`src/rtl/uart_rx_if.sv`:
```
`timescale 1ns/1ps
// Serial-receiver bus: the RX line and consumer handshake in, received byte and status flags out.
interface uart_rx_if;
  logic       RX;
  logic       clr_rdy;
  logic [7:0] rx_data;
  logic       rdy;
  logic       frame_err;
  logic       overrun;

  modport master (
    input  RX,
    input  clr_rdy,
    output rx_data,
    output rdy,
    output frame_err,
    output overrun
  );

  modport slave (
    output RX,
    output clr_rdy,
    input  rx_data,
    input  rdy,
    input  frame_err,
    input  overrun
  );
endinterface

```
`src/rtl/uart_rx.sv`:
```
`timescale 1ns/1ps
// 8N1 UART receiver with mid-bit sampling, sticky rdy/frame_err/overrun flags and a
// post-reset/post-break hunt for a full bit time of idle line before accepting a start bit.
module uart_rx #(
  parameter int unsigned BAUD_DIV = 2605,
  parameter int unsigned HALF     = BAUD_DIV / 2
) (
  input logic       clk,
  input logic       rst_n,
  uart_rx_if.master bus
);

  typedef enum logic [2:0] {StHunt, StIdle, StStart, StData, StStop} state_e;

  localparam logic [12:0] BaudLoad = 13'(BAUD_DIV - 1);
  localparam logic [12:0] HalfLoad = 13'(HALF - 1);

  state_e      state_q, state_d;
  logic        rx_meta_q, rx_sync_q;
  logic [12:0] baud_cnt_q, baud_cnt_d;
  logic [3:0]  bit_cnt_q, bit_cnt_d;
  logic [7:0]  shift_q, shift_d;
  logic [7:0]  rx_data_q, rx_data_d;
  logic        rdy_q, rdy_d;
  logic        frame_err_q, frame_err_d;
  logic        overrun_q, overrun_d;
  logic        tick;
  logic        good_frame, bad_frame;

  // Two-flop synchronizer, preset high so reset looks like an idle line.
  always_ff @(posedge clk or negedge rst_n) begin
    if (!rst_n) begin
      rx_meta_q <= 1'b1;
      rx_sync_q <= 1'b1;
    end else begin
      rx_meta_q <= bus.RX;
      rx_sync_q <= rx_meta_q;
    end
  end

  assign tick = (baud_cnt_q == 13'd0) && (state_q inside {StStart, StData, StStop});

  always_comb begin
    state_d    = state_q;
    baud_cnt_d = baud_cnt_q;
    bit_cnt_d  = bit_cnt_q;
    shift_d    = shift_q;
    good_frame = 1'b0;
    bad_frame  = 1'b0;
    case (state_q)
      // Counter runs upward here, counting consecutive high samples.
      StHunt: begin
        if (!rx_sync_q) begin
          baud_cnt_d = 13'd0;
        end else if (baud_cnt_q == BaudLoad) begin
          baud_cnt_d = 13'd0;
          state_d    = StIdle;
        end else begin
          baud_cnt_d = baud_cnt_q + 13'd1;
        end
      end
      StIdle: begin
        if (!rx_sync_q) begin
          state_d    = StStart;
          baud_cnt_d = HalfLoad;
          bit_cnt_d  = 4'd0;
        end
      end
      StStart: begin
        if (tick) begin
          baud_cnt_d = BaudLoad;
          state_d    = rx_sync_q ? StIdle : StData;
        end else begin
          baud_cnt_d = baud_cnt_q - 13'd1;
        end
      end
      StData: begin
        if (tick) begin
          baud_cnt_d = BaudLoad;
          shift_d    = {rx_sync_q, shift_q[7:1]};
          bit_cnt_d  = bit_cnt_q + 4'd1;
          if (bit_cnt_q == 4'd7) state_d = StStop;
        end else begin
          baud_cnt_d = baud_cnt_q - 13'd1;
        end
      end
      StStop: begin
        if (tick) begin
          if (rx_sync_q) begin
            good_frame = 1'b1;
            baud_cnt_d = BaudLoad;
            state_d    = StIdle;
          end else begin
            bad_frame  = 1'b1;
            baud_cnt_d = 13'd0;
            state_d    = StHunt;
          end
        end else begin
          baud_cnt_d = baud_cnt_q - 13'd1;
        end
      end
      default: begin
        state_d    = StHunt;
        baud_cnt_d = 13'd0;
      end
    endcase
  end

  // Set beats clear; a coincident clr_rdy consumes the old byte so no overrun.
  always_comb begin
    rx_data_d   = rx_data_q;
    rdy_d       = bus.clr_rdy ? 1'b0 : rdy_q;
    frame_err_d = bus.clr_rdy ? 1'b0 : frame_err_q;
    overrun_d   = bus.clr_rdy ? 1'b0 : overrun_q;
    if (good_frame) begin
      rx_data_d = shift_q;
      rdy_d     = 1'b1;
      overrun_d = !bus.clr_rdy && (overrun_q || rdy_q);
    end
    if (bad_frame) begin
      frame_err_d = 1'b1;
    end
  end

  always_ff @(posedge clk or negedge rst_n) begin
    if (!rst_n) begin
      state_q     <= StHunt;
      baud_cnt_q  <= 13'd0;
      bit_cnt_q   <= 4'd0;
      shift_q     <= 8'h00;
      rx_data_q   <= 8'h00;
      rdy_q       <= 1'b0;
      frame_err_q <= 1'b0;
      overrun_q   <= 1'b0;
    end else begin
      state_q     <= state_d;
      baud_cnt_q  <= baud_cnt_d;
      bit_cnt_q   <= bit_cnt_d;
      shift_q     <= shift_d;
      rx_data_q   <= rx_data_d;
      rdy_q       <= rdy_d;
      frame_err_q <= frame_err_d;
      overrun_q   <= overrun_d;
    end
  end

  assign bus.rx_data   = rx_data_q;
  assign bus.rdy       = rdy_q;
  assign bus.frame_err = frame_err_q;
  assign bus.overrun   = overrun_q;

endmodule

```
`src/flat_wrapper.sv`:
```
// flat-port wrapper written by rule: the top's interface ports become plain ports
module uart_rx_flat 
#(
  parameter int unsigned BAUD_DIV = 2605,
  parameter int unsigned HALF     = BAUD_DIV / 2
)
  (clk, rst_n, bus_RX, bus_clr_rdy, bus_rx_data, bus_rdy, bus_frame_err, bus_overrun);
  uart_rx_if bus_i ();
  input logic clk;
  input logic rst_n;
  input wire logic [$bits(bus_i.RX)-1:0] bus_RX;
  input wire logic [$bits(bus_i.clr_rdy)-1:0] bus_clr_rdy;
  output wire logic [$bits(bus_i.rx_data)-1:0] bus_rx_data;
  output wire logic [$bits(bus_i.rdy)-1:0] bus_rdy;
  output wire logic [$bits(bus_i.frame_err)-1:0] bus_frame_err;
  output wire logic [$bits(bus_i.overrun)-1:0] bus_overrun;
  assign bus_i.RX = bus_RX;
  assign bus_i.clr_rdy = bus_clr_rdy;
  assign bus_rx_data = bus_i.rx_data;
  assign bus_rdy = bus_i.rdy;
  assign bus_frame_err = bus_i.frame_err;
  assign bus_overrun = bus_i.overrun;
  uart_rx #(.BAUD_DIV(BAUD_DIV), .HALF(HALF)) u_core (.clk(clk), .rst_n(rst_n), .bus(bus_i));
endmodule
```
`config.mk`:
```
export PLATFORM = sky130hd
export DESIGN_NAME = uart_rx_flat
export DESIGN_NICKNAME = d
export VERILOG_FILES = /design/src/rtl/uart_rx_if.sv /design/src/rtl/uart_rx.sv /design/src/flat_wrapper.sv
export SDC_FILE = /design/constraint.sdc
export NUM_CORES = 1
export LEC_CHECK = 0
export ABC_AREA = 1
export CAP_MARGIN = 5
export CORE_ASPECT_RATIO = 1.4
export CORE_MARGIN = 2
export CORE_UTILIZATION = 30
export DETAILED_ROUTE_END_ITERATION = 16
export PLACE_DENSITY = 0.58
export SETUP_SLACK_MARGIN = 0.05
export SLEW_MARGIN = 25
export SYNTH_ARGS = -nofsm -noshare
export SYNTH_HDL_FRONTEND = slang
export SYNTH_SLANG_ARGS = --single-unit
```
`constraint.sdc`:
```
create_clock -name clk -period 1.55 [get_ports clk]
set_clock_uncertainty 0.1 [all_clocks]
set_input_delay 0.465 -clock clk [delete_from_list [all_inputs] [get_ports clk]]
set_output_delay 0.465 -clock clk [all_outputs]
set_load 0.02 [all_outputs]
```
==> results.py <==
metrics = {
    "worst_setup_path": {
        "worstSetupPathType": "flop to flop",
        "r2r-start": "u_core.baud_cnt_q[1]$_DFFE_PN0P_",
        "end_kind": "flop",
        "required_ns": 1.63,
        "crit_start": "u_core.baud_cnt_q[1]$_DFFE_PN0P_",
        "path_max_fanout": 7,
        "start_kind": "flop",
        "arrival_ns": 1.85,
    },
    "global_routing": {
        "grt_start_max_net_pins": 29,
        "grt_pass1_vias": 2680,
        "use_met3": 0.0324,
        "antenna_found_initial": 0,
        "top_usage_layer": "met2",
        "grtUsageMet2": 0.311,
        "overflow": 0,
        "track_usage": 0.174,
        "grt_pass1_wl_um": 12700,
        "use_met1": 0.205,
    },
    "placement": {
        "place.port_buffers": 14,
        "place_congestion": 0.908,
        "hpwl_um": 5190,
    },
    "clocking": {
        "clk_pin_slew_ns": 0.06,
        "cts_root_buf": "clkbuf_16",
        "cts_tree": "built",
        "worstSkewPairLatency_ns": 0.29,
        "ctsHtreeMaxLevel": 2,
        "cts_buffers": 5,
        "cts_sinks": 41,
        "ctsHoldBuffers": 0,
        "clock_path_buffers": 2,
    },
    "drt": {
        "ant_nets": 0,
        "vias": 2549,
        "drt_iter0_markers": 149,
        "drt-vias-per-instance": 4.76,
        "routedWlPerCell_um": 13.6,
        "drcViolationCount": 0,
        "drt_pass1_iterations": 4,
        "routed_wl_um": 7270,
    },
    "pwr": {
        "pwr_density_cell_mw_per_mm2": 843,
        "ir_drop_mv": 0.550,
        "power.total_uw": 3080,
        "leakagePower_uw": 0.00181,
    },
    "sta": {
        "rsz0062_at_grt": "true",
        "setup_viol": 37,
        "max_freq_mhz": 566,
        "setup_slack_ns": -0.218,
        "period_share": 1.14,
        "slew_viol_final": 0,
        "max_slew.worst_pin.slew_ns": 0.361,
        "hold_violations": 0,
        "fin_crit_ns": 1.77,
        "max-slew-margin-rel": 0.760,
    },
    "floorplan": {
        "fp.dieW_um": 82.5,
        "row_count": 40,
        "dieArea_mm2": 0.00939,
        "start_util": 0.306,
        "core_region_area_mm2": 0.00846,
        "die_h_um": 114,
        "num_io_pins": 15,
    },
    "layout": {
        "ff_latch_area_mm2": 0.00103,
        "antenna_cells": 0,
        "layout.nets": 438,
        "multi_input_area_mm2": 0.00157,
        "drive_above_1_share": 0.418,
        "area_growth_syn_to_layout_pct": 41.4,
        "final_core_util": 0.433,
        "fillers": 825,
    },
    "outcome": {
        "violations": "setup timing",
        "status": "complete, but fails checks",
    },
    "yosys": {
        "synth_top_cell_area_share": 0.377,
        "syn_inst": 348,
        "synth_cell_types": 37,
        "yosys_register_bits": 41,
        "ys_warn_count": 0,
        "synth_area_leader_cell": "dfrtp_1",
        "synth_area_mm2": 0.00259,
        "seq_area_frac_synth": 0.397,
        "synth_nets": 356,
        "synth.avg_cell_area_um2": 7.44,
        "netlist_top_cells_area": "dfrtp_1 38%, nand2_1 15%, nand3_1 5.6%, nor2_1 4.1%, inv_1 3.9%",
    },
    "worst_hold_path": {
        "holdCritPathClass": "input port to asynchronous set/reset pin",
    },
    "flow_run": {
        "maxCapViolCount": 0,
    },
}
-- layer usage --
layer / vias to the layer above / routed length [um]
li1: 1285 / -
met3: 23 / 319
met1: 1184 / 2900
met2: 57 / 3830
met5: - / 0
met4: 0 / 226
-- cells by family (layout without fill, tap and decap cells) --
family / after synthesis / count (layout) / share of synthesized area
AOI/OAI and AO/OA: 46 / 46 / 0.112
xor gates and xnor gates: 9 / 9 / 0.0305
adders and majority gates: 4 / 4 / 0.0193
DFF: 41 / 41 / 0.397
and+or+nand+nor: 193 / 196 / 0.347
buffers and inverters: 54 / 134 / 0.0904
muxes: 1 / 1 / 0.00387
-- metrics by stage --
step	TNS, ns	std cells	cell area, um^2	worst slack (ns)	hold WS, ns
CTS	-4.28	533	3560	-0.161	0.0329
floorplan	-0.285	348	2610	-0.0447	0.0694
detailed placement	-5.69	516	3260	-0.216	0.248
global placement	-3.95	516	3260	-0.162	0.247
finish	-5.26	536	3660	-0.218	0.0251
global route	-9.22	536	3660	-0.310	0.0467
-- area by class of cell --
type                    instances  area share
well taps                     105      0.0359
multi-input cells             256       0.429
clock buffers                   6      0.0352
inverters                      46      0.0499
repair buffers                 80       0.164
flip-flops and latches         41       0.282
clock inverters                 2     0.00410
-- cell usage after synthesis (all sizes together) --
library cell / number
nand4: 5
nor3: 6
o31ai: 1
dfstp: 2
o22ai: 1
a31oi: 1
xor2: 8
mux2i: 1
xnor2: 1
a21oi: 7
ha: 4
a22o: 1
nand2: 110
inv: 43
nand3: 33
buf: 8
clkinv: 3
o21ai: 29
nor2: 39
o21bai: 1
o221ai: 1
o211ai: 4
dfrtp: 39
-- flip-flops by register name, indices dropped and copies added, names as in the netlist --
name,count
u_core.baud_cnt_q,13
u_core.bus.overrun,1
u_core.shift_q,8
u_core.rx_meta_q,1
u_core.rx_sync_q,1
u_core.state_q,3
u_core.bit_cnt_q,4
u_core.bus.frame_err,1
u_core.bus.rx_data,8
u_core.bus.rdy,1
-- power by group --
part           switching (uW)  internal (uW)  leakage [uW]
clock                     450            598     0.0000631
combinational             492            418       0.00119
sequential               29.9           1100      0.000560
-- worst max-delay path: stages (launching register included) --
cell and delay, ns:
dfrtp_1 0.40, inv_2 0.11, ha_4 0.16, nand2_4 0.06
nor2_4 0.14, nand2_4 0.08, nor2_8 0.20, buf_6 0.13
nand3_4 0.12, nand2_2 0.09, o21ai_2 0.05
-- cells in the final DEF (no fill, tap or decap), types with 7 or more instances in the layout --
master | synthesis | routed
buf_2 | 3 | 12
buf_4 | 4 | 62
dfrtp_1 | 39 | 37
inv_1 | 27 | 25
inv_2 | 15 | 15
nand2_1 | 105 | 88
nand2_2 | 4 | 17
nand3_1 | 29 | 23
nand3_2 | 3 | 7
nor2_1 | 28 | 21
nor2_2 | 5 | 9
nor2_4 | 5 | 8
o21ai_1 | 4 | 11
o21ai_2 | 9 | 12
xor2_1 | 8 | 8
-- worst paths after layout --
kind	endpoint	slack, ns	cells after the start
min in group clk	u_core.rx_sync_q$_DFF_PN1_	0.26	0
max in group asynchronous	u_core.rx_meta_q$_DFF_PN1_	0.95	2
worst max register to register	u_core.bus.rx_data[3]$_DFFE_PN0P_	-0.22	10
worst min-delay path	u_core.baud_cnt_q[5]$_DFFE_PN0P_	0.03	2
worst min register to register	u_core.rx_sync_q$_DFF_PN1_	0.26	0
worst max-delay path	u_core.bus.rx_data[3]$_DFFE_PN0P_	-0.22	10
-- repair_timing --
item                       CTS  global route
buffers inserted             6             3
hold endpoints to repair     0             0
cloned                       3             0
setup endpoints to repair   49            48
pin swaps                   12            19
resized for setup           54            47
(Power assumes the default switching activity.)
